## config.mk

```make
export PLATFORM = sky130hd
export DESIGN_NAME = interrupt_controller
export DESIGN_NICKNAME = d
export VERILOG_FILES = /design/src/rtl/control_pkg.sv /design/src/rtl/irq_priority_enc.sv /design/src/rtl/interrupt_controller.sv
export SDC_FILE = /design/constraint.sdc
export NUM_CORES = 1
export LEC_CHECK = 0
export ABC_AREA = 1
export ABC_CLOCK_PERIOD_IN_PS = 1300
export BUFFER_PORTS_ARGS = -buffer_cell sky130_fd_sc_hd__buf_2
export CAP_MARGIN = 20
export CORE_ASPECT_RATIO = 1.4
export CORE_UTILIZATION = 45
export DETAILED_ROUTE_END_ITERATION = 10
export HOLD_SLACK_MARGIN = 0.06
export PLACE_DENSITY_LB_ADDON = 0.08
export REMOVE_ABC_BUFFERS = 1
export SKIP_CTS_REPAIR_TIMING = 1
export SLEW_MARGIN = 5
export SYNTH_ARGS = -nofsm -noshare
export SYNTH_HDL_FRONTEND = slang
export SYNTH_SLANG_ARGS = --single-unit
```

## constraint.sdc

```tcl
create_clock -name CLK -period 1.3 [get_ports CLK]
set_input_delay 0.065 -clock CLK [delete_from_list [all_inputs] [get_ports CLK]]
set_output_delay 0.065 -clock CLK [all_outputs]
set_load 0.005 [all_outputs]
```

## src/rtl/control_pkg.sv

```systemverilog
// Shared control-path types and interrupt constants.
// Used by interrupt_controller and Schematic_Control.
package control_pkg;

  localparam int NUM_IRQ = 8;
  localparam logic [15:0] VEC_BASE = 16'h0100;
  localparam logic [15:0] VEC_STRIDE = 16'h0010;

  typedef enum logic [1:0] {
    IDLE,
    REQ,
    SERVICE
  } ctrlState_t;

endpackage

```

## src/rtl/irq_priority_enc.sv

```systemverilog
// Fixed-priority encoder, lowest set index wins.
// Purely combinational.
module irq_priority_enc #(
  parameter int N = 8,
  localparam int W = (N > 1) ? $clog2(N) : 1
) (
  input  logic [N-1:0] req,
  output logic         valid,
  output logic [W-1:0] idx
);

  always_comb begin
    valid = |req;
    idx = '0;
    // Scan downward so the lowest index is written last.
    for (int i = N - 1; i >= 0; i--) begin
      if (req[i]) idx = W'(i);
    end
  end

endmodule

```

## src/rtl/interrupt_controller.sv

```systemverilog
// Edge-latched, masked, fixed-priority interrupt controller.
// Hands one interrupt at a time to the control FSM.
module interrupt_controller #(
  parameter int NUM_IRQ = control_pkg::NUM_IRQ,
  parameter logic [15:0] VEC_BASE = control_pkg::VEC_BASE,
  parameter logic [15:0] VEC_STRIDE = control_pkg::VEC_STRIDE
) (
  input  logic               CLK,
  input  logic               RSTn,
  input  logic [NUM_IRQ-1:0] HardwareInterrupt,
  input  logic               EnableWrite,
  input  logic [NUM_IRQ-1:0] EnableData,
  input  logic               IrqAck,
  input  logic               IrqRet,
  output logic               InterruptIn,
  output logic [15:0]        Vector,
  output logic [NUM_IRQ-1:0] Flipped,
  output logic               InService
);

  import control_pkg::*;

  localparam int IdW = (NUM_IRQ > 1) ? $clog2(NUM_IRQ) : 1;

  ctrlState_t state;
  ctrlState_t stateNext;

  logic [NUM_IRQ-1:0] hwPrev;
  logic [NUM_IRQ-1:0] pending;
  logic [NUM_IRQ-1:0] enable;
  logic [NUM_IRQ-1:0] rise;
  logic [NUM_IRQ-1:0] clr;
  logic [NUM_IRQ-1:0] pendNext;
  logic [NUM_IRQ-1:0] armed;

  logic [IdW-1:0] id;
  logic [IdW-1:0] idNext;
  logic [IdW-1:0] winIdx;
  logic           winValid;
  logic [15:0]    winIdx16;
  logic [15:0]    winVec;

  logic               intNext;
  logic               svcNext;
  logic [15:0]        vecNext;
  logic [NUM_IRQ-1:0] flipNext;

  assign rise = HardwareInterrupt & ~hwPrev;
  assign armed = pending & enable;

  always_comb begin
    clr = '0;
    if (state == REQ && IrqAck) clr[id] = 1'b1;
  end

  // A fresh edge beats the acknowledge clear on the same line.
  assign pendNext = (pending & ~clr) | rise;

  irq_priority_enc #(
    .N(NUM_IRQ)
  ) u_enc (
    .req  (armed),
    .valid(winValid),
    .idx  (winIdx)
  );

  assign winIdx16 = 16'(winIdx);
  assign winVec = VEC_BASE + winIdx16 * VEC_STRIDE;

  always_comb begin
    stateNext = state;
    idNext = id;
    intNext = InterruptIn;
    svcNext = InService;
    vecNext = Vector;
    flipNext = Flipped;
    unique case (state)
      IDLE: begin
        if (winValid) begin
          stateNext = REQ;
          idNext = winIdx;
          intNext = 1'b1;
          svcNext = 1'b0;
          vecNext = winVec;
          flipNext = '0;
          flipNext[winIdx] = 1'b1;
        end
      end
      REQ: begin
        if (IrqAck) begin
          stateNext = SERVICE;
          intNext = 1'b0;
          svcNext = 1'b1;
        end
      end
      SERVICE: begin
        if (IrqRet) begin
          stateNext = IDLE;
          svcNext = 1'b0;
          vecNext = '0;
          flipNext = '0;
        end
      end
      default: begin
        stateNext = IDLE;
        intNext = 1'b0;
        svcNext = 1'b0;
        vecNext = '0;
        flipNext = '0;
      end
    endcase
  end

  always_ff @(posedge CLK or negedge RSTn) begin
    if (!RSTn) begin
      state <= IDLE;
      id <= '0;
      hwPrev <= '0;
      pending <= '0;
      enable <= '0;
    end else begin
      state <= stateNext;
      id <= idNext;
      hwPrev <= HardwareInterrupt;
      pending <= pendNext;
      if (EnableWrite) enable <= EnableData;
    end
  end

  always_ff @(posedge CLK or negedge RSTn) begin
    if (!RSTn) begin
      InterruptIn <= 1'b0;
      InService <= 1'b0;
      Vector <= '0;
      Flipped <= '0;
    end else begin
      InterruptIn <= intNext;
      InService <= svcNext;
      Vector <= vecNext;
      Flipped <= flipNext;
    end
  end

endmodule

```

==> summary.md, run 1 <==
| Metric | Value |
|---|---|
| Clk_lat worst skew | `approximately 0.29 ns` |
| Synth Area in Compound Gates | `under 10%` |
| Area Overhead vs Synth | `38.5%` |
| Sw Ratio | `35.3%` |
| Flops & latches, synth | `42` |
| Most frequent cells after synthesis | `65 x nand2_1, 42 x dfrtp_1, 15 x inv_1` |
| Synth Area in XOR/XNOR | `0%` |
| PortBufs | `34` |
| CP cell instances | `nor2_4, inv_2, nor2_4, inv_2, or2_4, o21ai_2, o21ai_1` |
| Synth top area cells | `dfrtp_1 58%, nand2_1 13%, buf_4 5.4%` |
| Cell family contributing the most delay on the critical path | `simple AND/OR/NAND/NOR gates` |
| Max Root-Sink Buffers | `2` |
| Largest net degree at the start of global routing | `43` |
| Initial antenna violation count | `0` |
| Crit path time final | `1.29 ns` |
| Ys Warns | `0` |
| CTS clk-pin slew, worst paths | `0.08 ns` |
| Die X-Extent | `roughly 56 um` |
| DRT Pass-1 Iters | `4` |
| Fin. Hold Viols | `0` |
| Mean Syn Cell Area | `9.32 um2` |
| Antenna Violating Nets Remaining | `0` |
| DR vias | `1494` |
| Fill cells | `345` |
| Crit Path Class | `flop to flop` |
| DP Wirelength | `between 2000 and 3000 um` |
| Type of the worst min-delay path | `primary input to flop` |
| Worst Setup Start Kind | `flop` |
| Largest family of logic cells by synthesized area | `simple AND/OR/NAND/NOR gates` |
| Sw power | `1.53 mW` |
| Cts bufs inserted | `5` |
| I/O pin count | `47` |
| First-pass GRT wire length | `6000 um` |
| Top_reg_cell synth | `dfrtp_1` |
| Largest area contributor in the netlist | `dfrtp_1` |
| Sequential share of the synthesized area | `around 58%` |
| Most frequent cell after synthesis | `nand2_1` |
| Cells after Synth | `195` |
| Die height | `about 77 um` |
| 1st-iter DRT viols | `36` |
| Overflow after GRT | `0` |
| Worst-path fanout max | `4` |
| Total Die Area | `~4300 um2` |
| Leak | `1.35 nW` |
| Placer Congestion | `0.861` |
| Final Slew Violations | `0` |
| Crit. End Element | `flop` |
| Final wirelength | `between 3000 and 4000 um` |
| Util after Layout | `64.8%` |
| Remaining DRCs | `0` |
| CP bufs+invs | `2` |
| Final period util | `around 99%` |
| Post-synthesis adder-cell area fraction | `0%` |
| Comb power frac | `39.5%` |
| Vias in the first global route | `1399` |
| Vias per cell | `4.73` |
| CTS tree | `done` |
| Netlist cell types | `22` |
| Root Driver | `clkbuf_8` |
| H-tree depth | `2` |
| Wire per inst | `11.8 um` |
| Max VDD drop | `1280 uV` |
| WP data arrival | `approximately 1.5 ns` |
| Site Rows | `27` |
| Max-cap violations | `0` |
| Initial Util | `46.8%` |
| Post-synthesis cell area | `1820 um2` |
| Skew final | `between 0.007 and 0.008 ns` |
| Multiplexer area fraction after synthesis | `4.96%` |
| Slowest cell on crit path | `dfrtp_1` |
| Core area | `between 3000 and 4000 um2` |
| Critical path required time | `1.48 ns` |
| Async SR Flop Fraction | `100%` |
| Combined area of the multi-input logic cells | `709 um2` |
| Total track usage | `about 18%` |
| Post-synth EDFFs | `0` |
| Final setup fails | `0` |
| Flip-flop and latch area | `1050 um2` |
| PD cells | `between 1500 and 2000 nW/um2` |
| N_diodes | `0` |
| Simple-gate share of the synthesized area | `roughly 22%` |
| Share of cells above drive strength 1 | `between 30 and 40%` |
| Net count, final | `293` |
| Unrepaired setup endpoints after global routing | `yes` |
| Hold WS | `0.0742 ns` |
| Run status | `completed` |
| Worst stage delay on the critical path | `0.41 ns` |
| Fraction of power consumed by sequential logic | `40.8%` |
| Clk sinks | `42` |
| Share of the synthesized area in the top cell type | `57.8%` |
| Clock power share | `around a fifth` |
| Maximum clock rate | `774 MHz` |
| Internal power | `2.80 mW` |
-- worst min-delay path, stage by stage --
cell	delay (ns)
buf_2	0.07
or2_4	0.14
nand2_1	0.05
-- power by group through the flow --
stage / Sequential, mW / Clock, mW / Combinational, mW
2_1_floorplan: 1.79 / 0 / 0.788
3_3_place_gp: 1.77 / 0 / 1.36
3_5_place_dp: 1.78 / 0 / 1.39
4_1_cts: 1.75 / 0.885 / 1.40
5_1_grt: 1.80 / 0.931 / 1.92
6_report: 1.77 / 0.853 / 1.71
-- sequential cells by signal (all words and copies together), names as in the netlist --
signal,cells
id,3
InService,1
Flipped,8
enable,8
state,1
hwPrev,8
Vector,4
InterruptIn,1
pending,8
-- stage by stage --
step           worst slack (ns)  std cells  area, um2  total power [mW]  setup TNS, ns
2_1_floorplan            0.0349        192       1760              2.57              0
3_3_place_gp             0.0128        283       2100              3.13              0
3_5_place_dp            -0.0742        283       2100              3.17         -0.652
4_1_cts                 -0.0930        291       2190              4.04         -0.927
5_1_grt                 -0.0863        316       2520              4.66          -1.09
6_report                0.00746        316       2520              4.33              0
-- layout make-up --
cell class              instances  area share, %
flip-flops and latches         42           41.7
multi-input cells             129           28.2
repair buffers                 73           21.2
clock buffers                   7           3.43
inverters                      21           3.13
well taps                      43           2.14
clock inverters                 1          0.199
-- routing by layer --
metal  wire, um  GRT usage [%]
met5          0              0
met4         69           6.75
met3        111           4.55
met2       2100           34.5
met1       1460           19.1
-- placed cells by master (no fill, tap or decap), types with 5 or more instances in the layout --
cell type and count:
nand4_1 5, conb_1 12, dlygate4sd3_1 17, nand2_2 9, dfrtp_1 42, mux2_2 8, inv_1 15, buf_2 34
inv_2 6, o21ai_1 12, nor2_1 5, buf_4 17, nand2_1 57, clkbuf_8 6
-- cell families after synthesis --
logic type / count (synthesis)
AO/OA/AOI/OAI: 20
buffers and inverters: 35
flip-flops: 42
multiplexers: 8
other: 1
AND/OR/NAND/NOR: 89
-- final timing paths --
path | start | end | slack (ns) | cells past startpoint
worst max-delay path | InService$_DFFE_PN0P_ | pending[6]$_DFF_PN0_ | 0.007 | 7
worst min-delay path | IrqRet | InService$_DFFE_PN0P_ | 0.07 | 3
worst max register to register | InService$_DFFE_PN0P_ | pending[6]$_DFF_PN0_ | 0.007 | 7
worst min register to register | hwPrev[7]$_DFF_PN0_ | pending[7]$_DFF_PN0_ | 0.41 | 1
max in group asynchronous | RSTn | enable[7]$_DFFE_PN0P_ | 0.83 | 3
min in group asynchronous | RSTn | state[0]$_DFFE_PN0P_ | 0.25 | 3
(Power assumes the default switching activity.)
==> inputs of run 2 (changes only) <==
--- a/config.mk
+++ b/config.mk
@@ -5,12 +5,11 @@
 export SDC_FILE = /design/constraint.sdc
 export NUM_CORES = 1
 export LEC_CHECK = 0
-export ABC_AREA = 1
 export ABC_CLOCK_PERIOD_IN_PS = 1300
 export BUFFER_PORTS_ARGS = -buffer_cell sky130_fd_sc_hd__buf_2
 export CAP_MARGIN = 20
 export CORE_ASPECT_RATIO = 1.4
-export CORE_UTILIZATION = 45
+export CORE_UTILIZATION = 47
 export DETAILED_ROUTE_END_ITERATION = 10
 export HOLD_SLACK_MARGIN = 0.06
 export PLACE_DENSITY_LB_ADDON = 0.08
==> run 2 against run 1 <==
Compared with the run above: the flow now finishes with violations (setup timing); die area fell by 3.4%; worst setup slack got worse by 0.26 ns; clock-buffer cell count fell by 1; hold slack improved by 0.027 ns; synthesized cell count fell by 20%; critical endpoint is now Flipped[0]$_DFFE_PN0P_.
==> summary.md, run 2 <==
| Metric | Value |
|---|---|
| Skew final | `0.00193 ns (was 0.00765 ns)` |
| Async SR Flop Fraction | `100% (unchanged)` |
| Unrepaired setup endpoints after global routing | `yes (unchanged)` |
| Worst setup slack after layout | `-0.249 ns (was 0.00746 ns)` |
| Max Root-Sink Buffers | `2 (unchanged)` |
| Antenna Violating Nets Remaining | `0 (unchanged)` |
| CP cell instances | `a22o_4, or4_4, o21ai_2, o2bb2ai_2 (was nor2_4, inv_2, nor2_4, inv_2, or2_4, o21ai_2, o21ai_1)` |
| Mean Syn Cell Area | `11.8 um2 (was 9.32 um2)` |
| I/O pin count | `47 (unchanged)` |
| Total power draw | `4.91 mW (was 4.33 mW)` |
| N_diodes | `0 (unchanged)` |
| Final std cells w/o fill | `282 (was 316)` |
| Slowest cell on crit path | `or4_4 (was dfrtp_1)` |
| Share of the synthesized area in the top cell type | `57.3% (was 57.8%)` |
| CTS clk-pin slew, worst paths | `0.08 ns (about the same)` |
| Final wirelength | `4130 um (was 3740 um)` |
| DRT Pass-1 Iters | `4 (unchanged)` |
| DR vias | `1451 (was 1494)` |
| Fin. Hold Viols | `0 (unchanged)` |
| Site Rows | `26 (was 27)` |
| DP Area | `2190 um2 (was 2100 um2)` |
| Wire per inst | `14.6 um (was 11.8 um)` |
| Initial antenna violation count | `0 (unchanged)` |
| Leak | `1.24 nW (was 1.35 nW)` |
| PD cells | `1910 nW/um2 (was 1720 nW/um2)` |
| Util after Layout | `70.0% (was 64.8%)` |
| Post-synth EDFFs | `0 (unchanged)` |
| Type of the worst min-delay path | `primary input to flop (unchanged)` |
| Cells after Synth | `156 (was 195)` |
| Placer Congestion | `0.922 (was 0.861)` |
| Area Overhead vs Synth | `40.5% (was 38.5%)` |
| Post-synthesis cell area | `1830 um2 (was 1820 um2)` |
| First-pass GRT wire length | `5840 um (was 6000 um)` |
| Most frequent cells after synthesis | `42 x dfrtp_1, 22 x o21ai_0, 14 x nand2_1 (was 65 x nand2_1, 42 x dfrtp_1, 15 x inv_1)` |
| Remaining DRCs | `0 (unchanged)` |
| Clk sinks | `42 (unchanged)` |
| Final Slew Violations | `0 (unchanged)` |
| Worst-path fanout max | `5 (was 4)` |
| Top_reg_cell synth | `dfrtp_1 (unchanged)` |
| Largest net degree at the start of global routing | `25 (was 43)` |
| Worst stage delay on the critical path | `0.51 ns (was 0.41 ns)` |
| Flops & latches, synth | `42 (unchanged)` |
| Synth top area cells | `dfrtp_1 57%, o21ai_0 6.0%, buf_4 5.3% (was dfrtp_1 58%, nand2_1 13%, buf_4 5.4%)` |
| Vias per cell | `5.15 (was 4.73)` |
| H-tree depth | `2 (unchanged)` |
| Ys Warns | `0 (unchanged)` |
| Crit. End Element | `flop (unchanged)` |
| WP data arrival | `1.78 ns (was 1.47 ns)` |
| Crit path time final | `1.55 ns (was 1.29 ns)` |
| Max VDD drop | `1470 uV (was 1280 uV)` |
| Most frequent cell after synthesis | `dfrtp_1 (was nand2_1)` |
| Overflow after GRT | `0 (unchanged)` |
| Cts bufs inserted | `5 (unchanged)` |
| Maximum clock rate | `646 MHz (was 774 MHz)` |
| Vias in the first global route | `1270 (was 1399)` |
| Largest area contributor in the netlist | `dfrtp_1 (unchanged)` |
| Netlist cell types | `37 (was 22)` |
| Commonest non-fill, non-tap cells in the layout | `42 x dfrtp_1, 34 x buf_2, 26 x buf_4 (was 57 x nand2_1, 42 x dfrtp_1, 34 x buf_2)` |
| Commonest non-fill, non-tap cell in the layout | `dfrtp_1 (was nand2_1)` |
| Net count, final | `260 (was 293)` |
| PortBufs | `34 (unchanged)` |
| Clk_lat worst skew | `0.30 ns (was 0.29 ns)` |
| Cell family contributing the most delay on the critical path | `compound AO/OA/AOI/OAI gates (was simple AND/OR/NAND/NOR gates)` |
| Root Driver | `clkbuf_8 (unchanged)` |
| Die height | `75.9 um (was 77.2 um)` |
| Core area | `3680 um2 (was 3880 um2)` |
| Critical path required time | `1.53 ns (was 1.48 ns)` |
| Share of cells above drive strength 1 | `39.6% (was 37.4%)` |
| Failing checks | `setup timing` |
| Final setup fails | `24 (was 0)` |
| Total Die Area | `4160 um2 (was 4300 um2)` |
| Total track usage | `20.9% (was 18.3%)` |
| Crit Path Class | `flop to flop (unchanged)` |
| Final period util | `119% (was 99.4%)` |
| 1st-iter DRT viols | `37 (was 36)` |
| CTS tree | `done (unchanged)` |
| Hold WS | `0.101 ns (was 0.0742 ns)` |
| Max-cap violations | `0 (unchanged)` |
| Dpl cells | `253 (was 283)` |
| CP bufs+invs | `0 (was 2)` |
| Die X-Extent | `54.8 um (was 55.7 um)` |
| Worst Setup Start Kind | `flop (unchanged)` |
| Run status | `complete, but fails checks (was completed)` |
| Sequential share of the synthesized area | `57.3% (was 57.8%)` |
| Fin area | `2570 um2 (was 2520 um2)` |
| Initial Util | `49.9% (was 46.8%)` |
| DP Wirelength | `2910 um (was 2610 um)` |
run 2: metal layers:
metal	vias to the layer above	wire length, um	share of wire [%]	track usage, %
met5	-	0	0	0
met3	8	149	3.6	6.19
met1	705	1560	38	22.4
met2	38	2350	57	35.7
li1	700	-	-	-
met4	0	63	1.5	11.4
run 2: worst paths after layout:
kind	startpoint	to	slack, ns	depth (start not counted)
max in group asynchronous	RSTn	enable[5]$_DFFE_PN0P_	0.59	3
max reg2reg	enable[2]$_DFFE_PN0P_	Flipped[0]$_DFFE_PN0P_	-0.25	4
min	IrqAck	InService$_DFFE_PN0P_	0.10	3
min in group asynchronous	RSTn	InterruptIn$_DFFE_PN0P_	0.24	2
max	enable[2]$_DFFE_PN0P_	Flipped[0]$_DFFE_PN0P_	-0.25	4
min reg2reg	hwPrev[7]$_DFF_PN0_	pending[7]$_DFF_PN0_	0.42	1
run 2: cell families after synthesis:
kind of cell	synth area share [%]
AOI/OAI and AO/OA	19.7
DFF	57.3
and+or+nand+nor	9.42
buffers and inverters	7.92
muxes	5.46
other	0.205
run 2: cell type report:
class,instances,area (um2)
clock buffers,6,82.6
clock inverters,2,60.1
fillers,293,1100
inverters,9,33.8
multi-input cells,100,707
flip-flops and latches,42,1050
well taps,42,52.6
repair buffers,81,588
run 2: worst reg2reg max path, delay by kind of cell, from the launching register on:
family | cells | cell delay [ns]
AOI/OAI and AO/OA | 3 | 0.56
DFF | 1 | 0.42
and+or+nand+nor | 1 | 0.51
run 2: report_power, final:
part / total [mW] / internal, mW / switching, mW
Clock: 1.27 / 0.819 / 0.448
Combinational: 1.81 / 0.971 / 0.842
Sequential: 1.83 / 1.59 / 0.246
run 2: through the flow:
step	setup slack, ns	setup TNS, ns
2_1_floorplan	-0.230	-2.54
3_3_place_gp	-0.257	-3.75
3_5_place_dp	-0.272	-4.10
4_1_cts	-0.289	-4.66
5_1_grt	-0.288	-5.37
6_report	-0.249	-3.53
